--- src/rtl/zxuno_spi_pkg.sv ---
// Purpose: shared types and constants for the two-requester SPI bus arbiter.
// Latency: n/a (declarations only).
// Backpressure: n/a.
package zxuno_spi_pkg;

  typedef enum logic [1:0] {
    IDLE  = 2'd0,
    OWN0  = 2'd1,
    OWN1  = 2'd2,
    DRAIN = 2'd3
  } arb_state_t;

  localparam logic TARGET_FLASH  = 1'b0;
  localparam logic TARGET_SD     = 1'b1;
  localparam logic SPI_IDLE_MOSI = 1'b1;

  // Chip-select pair {sd_cs_n, flash_cs_n} that selects exactly one target.
  function automatic logic [1:0] cs_n_for(input logic target);
    return {target != TARGET_SD, target != TARGET_FLASH};
  endfunction

endpackage

--- src/rtl/spi_byte_shifter.sv ---
// Purpose: SPI mode-0 byte engine, MSB first, SCK half-period CLKDIV clk cycles.
// Latency: done pulses 16*CLKDIV cycles after the cycle in which start is high.
// Backpressure: start is accepted only while idle; starts during a byte are dropped.
// Ports: start/tx load a byte, miso is sampled on SCK rise, sck/mosi drive the pins,
//        busy is high for the whole byte, done pulses with rx valid on the final SCK fall.
module spi_byte_shifter
  import zxuno_spi_pkg::*;
#(
  parameter int CLKDIV = 2
) (
  input  logic       clk,
  input  logic       rst,
  input  logic       start,
  input  logic [7:0] tx,
  input  logic       miso,
  output logic       sck,
  output logic       mosi,
  output logic       busy,
  output logic       done,
  output logic [7:0] rx
);

  localparam int DW = (CLKDIV > 1) ? $clog2(CLKDIV) : 1;
  localparam logic [DW-1:0] DIV_LAST  = DW'(CLKDIV - 1);
  // The start cycle itself counts as the first low-phase cycle, so the
  // divider resumes at 1; this keeps back-to-back bytes at exactly CLKDIV
  // low cycles between the last fall and the next rise.
  localparam logic [DW-1:0] DIV_FIRST = (CLKDIV > 1) ? DW'(1) : DW'(0);

  logic [DW-1:0] div_cnt;
  logic [2:0]    bit_cnt;
  logic [7:0]    shreg;
  logic          miso_bit;

  always_ff @(posedge clk or posedge rst) begin
    if (rst) begin
      sck      <= 1'b0;
      mosi     <= SPI_IDLE_MOSI;
      busy     <= 1'b0;
      done     <= 1'b0;
      rx       <= 8'hFF;
      shreg    <= 8'hFF;
      miso_bit <= 1'b1;
      bit_cnt  <= '0;
      div_cnt  <= '0;
    end else begin
      done <= 1'b0;
      if (!busy) begin
        if (start) begin
          busy    <= 1'b1;
          shreg   <= tx;
          mosi    <= tx[7];
          bit_cnt <= '0;
          div_cnt <= DIV_FIRST;
          // With a one-cycle half-period the low phase is already over.
          if (CLKDIV == 1) begin
            sck      <= 1'b1;
            miso_bit <= miso;
          end
        end
      end else if (div_cnt != DIV_LAST) begin
        div_cnt <= div_cnt + 1'b1;
      end else begin
        div_cnt <= '0;
        if (!sck) begin
          sck      <= 1'b1;
          miso_bit <= miso;
        end else begin
          sck <= 1'b0;
          if (bit_cnt == 3'd7) begin
            busy <= 1'b0;
            done <= 1'b1;
            rx   <= {shreg[6:0], miso_bit};
            mosi <= SPI_IDLE_MOSI;
          end else begin
            // Received bits enter at the bottom as transmit bits leave the top.
            shreg   <= {shreg[6:0], miso_bit};
            mosi    <= shreg[6];
            bit_cnt <= bit_cnt + 1'b1;
          end
        end
      end
    end
  end

endmodule

--- src/rtl/spi_bus_arbiter.sv ---
// Purpose: shares one SPI byte engine between the flash loader (0) and the Z80 port (1).
// Latency: grant 1 cycle after request seen in IDLE; done 16*CLKDIV cycles after start.
// Backpressure: bus held for the whole request; starts ignored unless owner and engine idle.
// Ports: reqN/selN/startN/txN from each requester, gntN/doneN/rxN back to it;
//        flash_cs_n/sd_cs_n/spi_clk/spi_mosi/flash_miso/sd_miso to the pins; spi_busy to the LED.
module spi_bus_arbiter
  import zxuno_spi_pkg::*;
#(
  parameter int CLKDIV = 2
) (
  input  logic       clk,
  input  logic       rst,
  input  logic       req0,
  input  logic       sel0,
  input  logic       start0,
  input  logic [7:0] tx0,
  output logic       gnt0,
  output logic       done0,
  output logic [7:0] rx0,
  input  logic       req1,
  input  logic       sel1,
  input  logic       start1,
  input  logic [7:0] tx1,
  output logic       gnt1,
  output logic       done1,
  output logic [7:0] rx1,
  output logic       flash_cs_n,
  output logic       sd_cs_n,
  output logic       spi_clk,
  output logic       spi_mosi,
  input  logic       flash_miso,
  input  logic       sd_miso,
  output logic       spi_busy
);

  arb_state_t state;
  logic       last_gnt;
  logic       target;
  logic       eng_start;
  logic       eng_busy;
  logic       eng_done;
  logic       eng_miso;
  logic [7:0] eng_tx;
  logic [7:0] eng_rx;
  logic [7:0] rx0_q;
  logic [7:0] rx1_q;

  // Starts are taken only in the owning states; DRAIN is a pure release path.
  assign eng_start = !eng_busy && (((state == OWN0) && start0) || ((state == OWN1) && start1));
  assign eng_tx    = (state == OWN1) ? tx1 : tx0;
  assign eng_miso  = (target == TARGET_SD) ? sd_miso : flash_miso;

  // The owner's grant is still high on the done cycle, even when draining.
  assign done0 = eng_done & gnt0;
  assign done1 = eng_done & gnt1;
  assign rx0   = done0 ? eng_rx : rx0_q;
  assign rx1   = done1 ? eng_rx : rx1_q;

  spi_byte_shifter #(.CLKDIV(CLKDIV)) u_shifter (
    .clk   (clk),
    .rst   (rst),
    .start (eng_start),
    .tx    (eng_tx),
    .miso  (eng_miso),
    .sck   (spi_clk),
    .mosi  (spi_mosi),
    .busy  (eng_busy),
    .done  (eng_done),
    .rx    (eng_rx)
  );

  always_ff @(posedge clk or posedge rst) begin
    if (rst) begin
      state      <= IDLE;
      gnt0       <= 1'b0;
      gnt1       <= 1'b0;
      flash_cs_n <= 1'b1;
      sd_cs_n    <= 1'b1;
      spi_busy   <= 1'b0;
      last_gnt   <= 1'b1;
      target     <= TARGET_FLASH;
      rx0_q      <= 8'hFF;
      rx1_q      <= 8'hFF;
    end else begin
      if (done0) rx0_q <= eng_rx;
      if (done1) rx1_q <= eng_rx;
      case (state)
        IDLE: begin
          // On a tie the requester not granted last wins.
          if (req0 && (!req1 || last_gnt)) begin
            state                 <= OWN0;
            gnt0                  <= 1'b1;
            last_gnt              <= 1'b0;
            target                <= sel0;
            {sd_cs_n, flash_cs_n} <= cs_n_for(sel0);
            spi_busy              <= 1'b1;
          end else if (req1) begin
            state                 <= OWN1;
            gnt1                  <= 1'b1;
            last_gnt              <= 1'b1;
            target                <= sel1;
            {sd_cs_n, flash_cs_n} <= cs_n_for(sel1);
            spi_busy              <= 1'b1;
          end
        end
        OWN0, OWN1: begin
          if ((state == OWN0) ? !req0 : !req1) begin
            // A start accepted on the release cycle still has to finish.
            if (eng_busy || eng_start) begin
              state <= DRAIN;
            end else begin
              state      <= IDLE;
              gnt0       <= 1'b0;
              gnt1       <= 1'b0;
              flash_cs_n <= 1'b1;
              sd_cs_n    <= 1'b1;
              spi_busy   <= 1'b0;
            end
          end
        end
        DRAIN: begin
          if (eng_done) begin
            state      <= IDLE;
            gnt0       <= 1'b0;
            gnt1       <= 1'b0;
            flash_cs_n <= 1'b1;
            sd_cs_n    <= 1'b1;
            spi_busy   <= 1'b0;
          end
        end
        default: state <= IDLE;
      endcase
    end
  end

endmodule

--- config.mk ---
export PLATFORM = sky130hd
export DESIGN_NAME = spi_bus_arbiter
export DESIGN_NICKNAME = d
export VERILOG_FILES = /design/src/rtl/zxuno_spi_pkg.sv /design/src/rtl/spi_byte_shifter.sv /design/src/rtl/spi_bus_arbiter.sv
export SDC_FILE = /design/constraint.sdc
export NUM_CORES = 1
export LEC_CHECK = 0
export BUFFER_PORTS_ARGS = -buffer_cell sky130_fd_sc_hd__buf_2
export CAP_MARGIN = 20
export CORE_MARGIN = 5
export CORE_UTILIZATION = 58
export CTS_CLUSTER_SIZE = 8
export DETAILED_ROUTE_END_ITERATION = 10
export GPL_ROUTABILITY_DRIVEN = 0
export PLACE_DENSITY_LB_ADDON = 0.25
export SYNTH_ARGS = -nofsm -noshare
export SYNTH_HDL_FRONTEND = slang
export SYNTH_SLANG_ARGS = --single-unit
--- constraint.sdc ---
create_clock -name clk -period 5.44 [get_ports clk]
set_input_delay 1.088 -clock clk [delete_from_list [all_inputs] [get_ports clk]]
set_output_delay 1.088 -clock clk [all_outputs]
set_load 0.01 [all_outputs]
==> summary.md <==
| Metric | Value |
|---|---|
| Status | `completed` |
| TNS Setup | `0 ns` |
| Seq/Total Area, Yosys | `53.1%` |
| Crit path required time | `4.35 ns` |
| Predominant post-synthesis flop cell | `dfstp_2` |
| Gr busiest metal | `met2` |
| Fmax | `378 MHz` |
| Starting Density | `59.8%` |
| Layout area overhead | `15.0%` |
| Sequence of cells on the critical path | `nand2_1 > mux2_2 > buf_2` |
| Die area | `5510 µm²` |
| Cts bufs inserted | `5` |
| Residual DRC | `0` |
| Leak pwr | `1.36 nW` |
| Met2 Usage GRT | `28.8%` |
| Mapped Cells | `202` |
| Initial drt markers | `29` |
| Max_slew headroom | `35.7%` |
| Setup slack after placement | `2.88 ns` |
| Yosys top cell by area | `dfstp_2` |
| Row cnt | `23` |
| Max rail drop VDD | `0.393 mV` |
| Clk pin slew, worst setup/hold paths | `0.09 ns` |
| Layout cells sized above 1 | `51.4%` |
| Top post-synthesis cells by area | `dfstp_2 (40%), dfrtp_1 (14%), mux2_2 (10%), nand2_1 (6.7%), mux2_4 (4.4%)` |
| Worst Path Buf+Inv | `1` |
| Tightest Pin Transition | `0.964 ns` |
| Post-synth ARST share | `100%` |
| Hold buffer count at cts | `0` |
| Worst Slack Setup Final | `2.79 ns` |
| Max cap viols | `0` |
| First-pass GRT wire length | `7600 µm` |
| WS Path Type | `reg -> out` |
| Final period utilization | `48.7%` |
| Count of cell types in the netlist | `37` |
| Avg Cell Area, Syn | `11.8 µm²` |
| Synth Warn # | `0` |
| CTS Sinks | `49` |
| Num ports | `51` |
| CTS tree | `built` |
| Synth top area share | `39.5%` |
| CP Capture Type | `output pin` |
| GR Util met1 | `23.9%` |
| Total power | `1.45 mW` |
| Final core utilization | `68.8%` |
| Drt first pass iters | `4` |
| Type of the tightest min-delay check | `reg -> reg` |
| Worst Path Arrival | `1.56 ns` |
| Wire per inst | `14.4 µm` |
| Most common cell in the netlist | `nand2_1` |
| Core Region | `4000 µm²` |
| CP top delay family | `flip-flops` |
| Estimated wirelength of the detail-placed design | `3240 µm` |
| Mapped cell area | `2390 µm²` |
| Vias in the first global route | `1635` |
| Grt total ovfl | `0` |
| Largest net degree at the start of global routing | `50` |
| Fin nets | `285` |
| Fill cells | `312` |
| Synthesized Nets | `235` |
| Clk root buf | `clkbuf_8` |
| M3 GR Usage | `5.54%` |
| Register bit total from synthesis | `49` |
| Clock Latency Late Sink | `0.30 ns` |
| Final-report max-slew violation count | `0` |
| Detailed Route WL | `4370 µm` |
| Peak fanout along the critical path | `9` |
| # H-tree levels | `2` |
| Crit path largest cell delay | `0.40 ns` |
| Via density | `5.32` |
| RSZ-0062 raised after global routing | `false` |
| Number of I/O port buffers | `50` |
| Commonest cells in the netlist | `nand2_1 (43), dfstp_2 (36), mux2_2 (22)` |
| Vias | `1613` |
| Post-layout min period | `2.65 ns` |
| Final Hold Slack | `0.464 ns` |
| Final setup fails | `0` |
| Post-CTS Setup Inserts | `0` |
| Final Hold Viols | `0` |
| Critical-path top delay cell | `dfrtp_1` |
| Post-CTS Resized | `0` |
| Initial antenna violation count | `0` |
| Deepest clock path buffer count | `2` |
| Number of synthesized flops with an enable pin | `0` |
| Die extent in x | `74.2 µm` |
| Antenna-violating nets left | `0` |
| Critical Path Start Type | `register` |
| Gr usage total | `17.8%` |
| Worst Skew | `0.00703 ns` |
| Pwr/cell area | `528 nW/µm²` |
| N_diodes | `0` |
| Chip height | `74.2 µm` |
## cell families (layout without fill, tap and decap cells)
logic type	after synthesis	in the layout	synth area share [%]
and+or+nand+nor	59	59	10.1
adders and majority gates	7	7	3.66
muxes	38	38	18.5
DFF	49	49	53.1
buffers and inverters	14	65	3.45
xor gates and xnor gates	1	1	0.366
AOI/OAI and AO/OA	34	34	10.7
## state kept, by name (all words and copies together), names as in the netlist, 2 cells and up
signal             count
state                  2
rx1_q                  8
u_shifter.shreg        7
u_shifter.rx           8
rx0_q                  8
u_shifter.bit_cnt      3
## final cells by class
type                            count  area (µm²)  share of cell area (%)
Sequential cell                    49        1270                    46.2
Multi-Input combinational cell    139        1040                    37.7
Timing Repair Buffer               50         250                    9.10
Clock buffer                        7        97.6                    3.55
Tap cell                           50        62.6                    2.27
Inverter                            7        26.3                   0.955
Clock inverter                      1        5.00                   0.182
## where the power goes
part	internal, mW	switching, mW
Combinational	0.301	0.293
Sequential	0.524	0.0996
Clock	0.118	0.117
Total	0.943	0.510
## path summary, 6_finish.rpt
check                              startpoint                    to  slack, ns  cells after the start
max                            u_shifter.done                rx0[2]       2.79                      3
min                        u_shifter.shreg[2]       u_shifter.rx[3]       0.46                      2
max reg2reg                          state[0]    u_shifter.shreg[4]       3.10                      6
min reg2reg                u_shifter.shreg[2]       u_shifter.rx[3]       0.46                      2
max in group asynchronous                 rst                  gnt1       3.84                      2
min in group asynchronous                 rst  u_shifter.bit_cnt[2]       1.02                      2
## stage by stage
step	cells	cell area, µm²
after floorplan	202	2390
after global placement	295	2650
after detailed placement	295	2650
after CTS	303	2750
after global routing	303	2750
final	303	2750
## worst min-delay path: stages (launching register included)
cell and delay, ns:
dfstp_2 0.38, nand2_1 0.05, nand2_1 0.04
## cell usage in the layout (no fill, tap or decap), drive strengths merged, types with 2 or more instances in the layout
cell type / Yosys / layout
buf: 4 / 50
nand2: 44 / 44
dfstp: 36 / 36
mux2: 29 / 29
dfrtp: 13 / 13
o21ai: 12 / 12
mux2i: 9 / 9
ha: 7 / 7
clkbuf: 3 / 7
nor2: 6 / 6
inv: 6 / 6
nand3: 4 / 4
a31oi: 3 / 3
a21oi: 3 / 3
a22o: 3 / 3
a21o: 2 / 2
a221oi: 2 / 2
a21boi: 2 / 2
clkinv: 1 / 2
## per-layer routing
metal	vias to the layer above	wire [µm]	part of all wire [%]
li1	803	-	-
met1	768	1980	45
met2	36	2070	47
met3	6	275	6.3
met4	0	47	1.1
met5	-	0	0
(Power assumes the default switching activity.)
